## config.mk

```make
export PLATFORM = sky130hd
export DESIGN_NAME = perip_uart_tx
export DESIGN_NICKNAME = d
export VERILOG_FILES = /design/src/rtl/perip_uart_tx.sv
export SDC_FILE = /design/constraint.sdc
export NUM_CORES = 1
export LEC_CHECK = 0
export CELL_PAD_IN_SITES_DETAIL_PLACEMENT = 0
export CELL_PAD_IN_SITES_GLOBAL_PLACEMENT = 1
export CORE_MARGIN = 8
export CORE_UTILIZATION = 30
export DETAILED_ROUTE_END_ITERATION = 6
export GPL_ROUTABILITY_DRIVEN = 0
export GPL_TIMING_DRIVEN = 0
export PLACE_DENSITY_LB_ADDON = 0.1
export SLEW_MARGIN = 20
export SYNTH_ARGS = -nofsm -noshare
export SYNTH_HDL_FRONTEND = slang
export SYNTH_SLANG_ARGS = --single-unit
```

## constraint.sdc

```tcl
create_clock -name i_clk -period 4.85 [get_ports i_clk]
set_input_delay 0.97 -clock i_clk [delete_from_list [all_inputs] [get_ports i_clk]]
set_output_delay 0.97 -clock i_clk [all_outputs]
set_load 0.1 [all_outputs]
```

## src/rtl/perip_uart_tx.sv

```systemverilog
// Memory-mapped 8N1 UART transmitter on the 8-bit peripheral bus.
// TXDATA at BASE_ADDR (write pushes into the TX FIFO), STATUS at BASE_ADDR+1 (read-only).
// Read data is zero unless STATUS is read, so several peripherals can be OR-combined.
module perip_uart_tx #(
  parameter logic [7:0]  BASE_ADDR    = 8'hF0,
  parameter int unsigned CLKS_PER_BIT = 104,
  parameter int unsigned FIFO_DEPTH   = 4
) (
  input  logic       i_clk,
  input  logic       i_rst,
  input  logic [7:0] i_peripAddr,
  input  logic [7:0] i_peripDataFromCPU,
  input  logic       i_peripWrSig,
  input  logic       i_peripRdSig,
  output logic [7:0] o_peripDataToCPU,
  output logic       o_tx,
  output logic       o_busy
);

  localparam int unsigned    PtrW     = $clog2(FIFO_DEPTH);
  localparam int unsigned    CntW     = PtrW + 1;
  localparam logic [CntW-1:0] DepthC  = CntW'(FIFO_DEPTH);
  localparam logic [15:0]    BaudLast = 16'(CLKS_PER_BIT - 1);
  // 8-bit add wraps, so BASE_ADDR=8'hFF puts STATUS at 8'h00
  localparam logic [7:0]     StatAddr = BASE_ADDR + 8'd1;

  localparam logic [1:0] StIdle  = 2'd0;
  localparam logic [1:0] StStart = 2'd1;
  localparam logic [1:0] StData  = 2'd2;
  localparam logic [1:0] StStop  = 2'd3;

  logic [7:0]      mem_q [FIFO_DEPTH];
  logic [PtrW-1:0] wr_ptr_q, wr_ptr_d;
  logic [PtrW-1:0] rd_ptr_q, rd_ptr_d;
  logic [CntW-1:0] count_q, count_d;
  logic            ovf_q, ovf_d;
  logic [1:0]      state_q, state_d;
  logic [15:0]     baud_q, baud_d;
  logic [2:0]      bit_q, bit_d;
  logic [7:0]      shift_q, shift_d;
  logic            tx_q, tx_d;
  logic            busy_q, busy_d;
  logic [7:0]      rdata_q, rdata_d;

  logic sel_data, sel_stat;
  logic fifo_full, fifo_empty;
  logic wr_data, push, pop, busy_now;
  logic [7:0] status;

  // Bus decode, FIFO flags and push/pop qualification
  always_comb begin
    sel_data   = (i_peripAddr == BASE_ADDR);
    sel_stat   = (i_peripAddr == StatAddr);
    fifo_full  = (count_q == DepthC);
    fifo_empty = (count_q == '0);
    wr_data    = i_peripWrSig & sel_data;
    // Fullness is judged at the start of the cycle; a same-cycle pop does not make room
    push       = wr_data & ~fifo_full;
    pop        = (state_q == StIdle) & ~fifo_empty;
    busy_now   = (state_q != StIdle) | ~fifo_empty;
    status     = {4'b0000, ovf_q, fifo_empty, fifo_full, busy_now};
  end

  // FIFO pointer, occupancy, sticky overflow and read-data next state
  always_comb begin
    wr_ptr_d = push ? wr_ptr_q + PtrW'(1) : wr_ptr_q;
    rd_ptr_d = pop  ? rd_ptr_q + PtrW'(1) : rd_ptr_q;
    count_d  = count_q;
    if (push && !pop) begin
      count_d = count_q + CntW'(1);
    end else if (pop && !push) begin
      count_d = count_q - CntW'(1);
    end
    // A new overflow wins over the clear from a STATUS read
    ovf_d   = (ovf_q & ~(i_peripRdSig & sel_stat)) | (wr_data & fifo_full);
    rdata_d = (i_peripRdSig && sel_stat) ? status : 8'h00;
  end

  // Transmit FSM: IDLE pops, then START, 8 DATA bits LSB first, STOP
  always_comb begin
    state_d = state_q;
    baud_d  = baud_q;
    bit_d   = bit_q;
    shift_d = shift_q;
    case (state_q)
      StIdle: begin
        baud_d = '0;
        bit_d  = '0;
        if (pop) begin
          shift_d = mem_q[rd_ptr_q];
          state_d = StStart;
        end
      end
      StStart: begin
        if (baud_q == BaudLast) begin
          baud_d  = '0;
          state_d = StData;
        end else begin
          baud_d = baud_q + 16'd1;
        end
      end
      StData: begin
        if (baud_q == BaudLast) begin
          baud_d  = '0;
          shift_d = {1'b0, shift_q[7:1]};
          bit_d   = bit_q + 3'd1;
          if (bit_q == 3'd7) begin
            state_d = StStop;
          end
        end else begin
          baud_d = baud_q + 16'd1;
        end
      end
      StStop: begin
        if (baud_q == BaudLast) begin
          baud_d  = '0;
          state_d = StIdle;
        end else begin
          baud_d = baud_q + 16'd1;
        end
      end
      default: state_d = StIdle;
    endcase
  end

  // Line level and busy are registered from the current state, one cycle behind the FSM
  always_comb begin
    case (state_q)
      StStart: tx_d = 1'b0;
      StData:  tx_d = shift_q[0];
      default: tx_d = 1'b1;
    endcase
    busy_d = busy_now;
  end

  // State registers with synchronous reset; reset truncates any frame in flight
  always_ff @(posedge i_clk) begin
    if (i_rst) begin
      wr_ptr_q <= '0;
      rd_ptr_q <= '0;
      count_q  <= '0;
      ovf_q    <= 1'b0;
      state_q  <= StIdle;
      baud_q   <= '0;
      bit_q    <= '0;
      shift_q  <= '0;
      tx_q     <= 1'b1;
      busy_q   <= 1'b0;
      rdata_q  <= 8'h00;
    end else begin
      wr_ptr_q <= wr_ptr_d;
      rd_ptr_q <= rd_ptr_d;
      count_q  <= count_d;
      ovf_q    <= ovf_d;
      state_q  <= state_d;
      baud_q   <= baud_d;
      bit_q    <= bit_d;
      shift_q  <= shift_d;
      tx_q     <= tx_d;
      busy_q   <= busy_d;
      rdata_q  <= rdata_d;
    end
  end

  // FIFO storage needs no reset: occupancy alone decides which entries are live
  always_ff @(posedge i_clk) begin
    if (push && !i_rst) begin
      mem_q[wr_ptr_q] <= i_peripDataFromCPU;
    end
  end

  assign o_peripDataToCPU = rdata_q;
  assign o_tx             = tx_q;
  assign o_busy           = busy_q;

endmodule
```

==> run metrics, run 1 <==
final setup TNS 0 ps; register area share after synthesis 56.0%; Vias/cell 4.66; Starting Density 30.7%; Worst EP required 5130 ps; Post-synth EDFFs 32; Final Cycle Share 67.3%; Post-synth top flop dfxtp_1; Cells after Synth 279; fmax 306 MHz; Placed Instances 446; Syn Area/Cell 11.9 um^2; remaining antenna violation count 0; Rows 38; Non-Filler Instances 462; final hold vios 0; Root Buffer clkbuf_8; largest net degree at the start of global routing 14; Combinational Power Share 32.8%; Die ar. 14700 um^2; Pint 1.22 mW; placed inst area 3750 um^2; Layout Skew 5.99 ps; TritonCTS Buffers 9; clk sinks 77; synthesized cell area 3330 um^2; gr ovfl total 0; Clk pwr share 25.4%; Initial DRC Count 100; CTS clk-pin slew, worst paths 80 ps; Hold WS 464 ps; Horiz. Die Dim 121 um; Setup-failing EPs final 0; asr flop ratio synth 0%; DRT Pass-1 Iters 4; setup bufs post-CTS 0; WL final 6600 um; P&R area growth vs syn 18.5%; NetSw 0.636 mW; Worst-Skew Late Latency 350 ps; GRT Util Overall 9.71%; RSZ-0062 raised after global routing no; Seq pwr share 41.8%; vias in the first global route 2212; worst vdd ir 0.211 mV; run status completed; Switching Fraction 34.3%; CP Max Fanout 7; Synth cell types 40; Max-Cap Viols 0; Startpoint Class input port; critical path capture point type flip-flop; Chip Height 121 um; register bit total from synthesis 77; post_cts resized 0; H-tree levels 3; leakage 1.40 nW; min Tclk post-route 3270 ps; Nets 350; ant diodes 0; critical path class input port to flip-flop; core area 10800 um^2; first-pass GRT wire length 11000 um; post-detail-place hpwl 4740 um; Final Max Slew Viols 0; Rel. slew slack 35.2%; worst path arrival time 3540 ps; via count 2155; YS warnings 0; clock buffer depth 2; IO buf count 24; post-cts hold buffer count 0; final cell area excluding filler cells 3940 um^2; drt drc 0; worst min path class flip-flop to flip-flop; Avg WL per Cell 14.3 um; # fillers 1070; worst slew pin tran 969 ps; PwrDens 470 nW/um^2; CTS tree built; initial antenna violation count 0; share of cells above drive strength 1 10.9%; IO Pins 30
final cells by class:
cell class              instances  area (um^2)  share of cell area [%]
clock inverters                 6         62.6                    1.59
repair buffers                 24          240                    6.09
inverters                      11         41.3                    1.05
clock buffers                  10          128                    3.24
well taps                     140          175                    4.44
flip-flops and latches         77         1860                    47.2
plain buffers                  16          105                    2.67
multi-input cells             178         1330                    33.7
critical path: stages:
cell and delay (ps):
clkdlybuf4s50_1 390, or3_1 440, nor4_4 460, ha_1 270, inv_1 60, fa_1 370, xor2_1 160, or3_1 300
a21oi_1 140
kinds of logic after synthesis:
kind of cell               after synthesis  share of synthesized area (%)
and+or+nand+nor                         90                           14.9
DFF                                     77                           56.0
AOI/OAI and AO/OA                       35                           6.32
buffers and inverters                   27                           4.40
xor gates and xnor gates                18                           4.74
muxes                                   18                           8.43
adders and majority gates               13                           5.12
other                                    1                          0.113
synthesized netlist by cell type, drive strengths merged (2+ instances only):
cell type / n / area share, %
mux2i: 10 / 3.0
mux4: 8 / 5.4
xnor2: 9 / 2.4
and2: 2 / 0.38
o21ai: 12 / 1.8
nor3: 7 / 1.1
nor4: 6 / 1.6
xor2: 9 / 2.4
buf: 10 / 2.5
and3: 7 / 1.3
dfxtp: 45 / 27
a21oi: 14 / 2.1
nand4: 5 / 0.94
nand3: 11 / 1.7
clkbuf: 6 / 0.68
ha: 12 / 4.5
o31ai: 2 / 0.45
edfxtp: 32 / 29
or3: 12 / 2.3
nand2: 6 / 0.68
a211oi: 2 / 0.45
nor4b: 2 / 0.90
inv: 11 / 1.2
nor2: 27 / 3.0
stage by stage:
| step | setup slack, ps | utilization [%] | power, mW |
|---|---|---|---|
| final | 1580 | 36.4 | 1.85 |
| after global routing | 1450 | 36.4 | 1.98 |
| after CTS | 1600 | 36.4 | 1.90 |
| after detailed placement | 1190 | 34.6 | 1.41 |
| after global placement | 1240 | 34.6 | 1.42 |
| after floorplan | 1800 | - | 1.26 |
per-layer routing:
| layer | vias to the layer above | routed length, um | track usage [%] | part of all wire (%) |
|---|---|---|---|---|
| met5 | - | 0 | 0 | 0 |
| met4 | 0 | 121 | 4.63 | 1.8 |
| met3 | 11 | 218 | 3.07 | 3.3 |
| met2 | 23 | 3380 | 16.6 | 51 |
| met1 | 1036 | 2890 | 10.8 | 44 |
| li1 | 1085 | - | - | - |
flip-flops by register name, summed over array words and instances, names as in the netlist, named ones only:
register / flops
state_q: 2
shift_q: 8
o_peripDataToCPU: 4
ovf_q: 1
bit_q: 3
count_q: 3
rd_ptr_q: 2
mem_q: 32
o_busy: 1
o_tx: 1
baud_q: 16
wr_ptr_q: 2
placed cells by master (no fill, tap or decap), types with 5 or more instances in the layout:
cell type / synthesis / final
dfxtp_1: 45 / 45
o21ai_0: 12 / 12
clkbuf_8: 0 / 9
or3_1: 12 / 12
nand2_1: 6 / 6
xnor2_1: 9 / 9
nor2_1: 27 / 27
clkdlybuf4s50_1: 0 / 24
a21oi_1: 14 / 14
inv_1: 11 / 11
nand3_1: 11 / 11
nor4_1: 5 / 5
clkbuf_1: 6 / 7
edfxtp_1: 32 / 32
mux2i_1: 10 / 10
and3_1: 7 / 7
ha_1: 12 / 12
xor2_1: 9 / 9
nor3_1: 7 / 7
nand4_1: 5 / 5
mux4_2: 8 / 8
power by group through the flow:
stage	clock [mW]	sequential [mW]	combinational [mW]
global placement	0	0.791	0.625
CTS	0.501	0.776	0.623
finish	0.471	0.776	0.607
detailed placement	0	0.791	0.621
floorplan	0	0.835	0.424
global route	0.520	0.787	0.677
worst paths after layout:
| path | start | end | slack (ps) | cells after the start |
|---|---|---|---|---|
| max | i_peripAddr[1] | count_q[2]$_SDFFE_PP0P_ | 1580 | 9 |
| min | baud_q[0]$_SDFF_PP0_ | baud_q[0]$_SDFF_PP0_ | 460 | 1 |
| max reg2reg | count_q[0]$_SDFFE_PP0P_ | count_q[2]$_SDFFE_PP0P_ | 2390 | 8 |
| min reg2reg | baud_q[0]$_SDFF_PP0_ | baud_q[0]$_SDFF_PP0_ | 460 | 1 |
Power figures use the tool's default switching activity.
==> run 2: changes to the inputs <==
- clock period: 4.85 -> 3.3 ns (I/O delays scaled with it)
==> results of run 2 <==
The final DEF is identical to that of run 1. Status: completed.
Among the figures that moved: setup slack after placement 1190 ps -> -45.8 ps; setup slack after layout 1580 ps -> 345 ps; register-to-register setup slack 2390 ps -> 840 ps; total power 1.85 mW -> 2.72 mW; worst IR drop on VDD 0.211 mV -> 0.310 mV
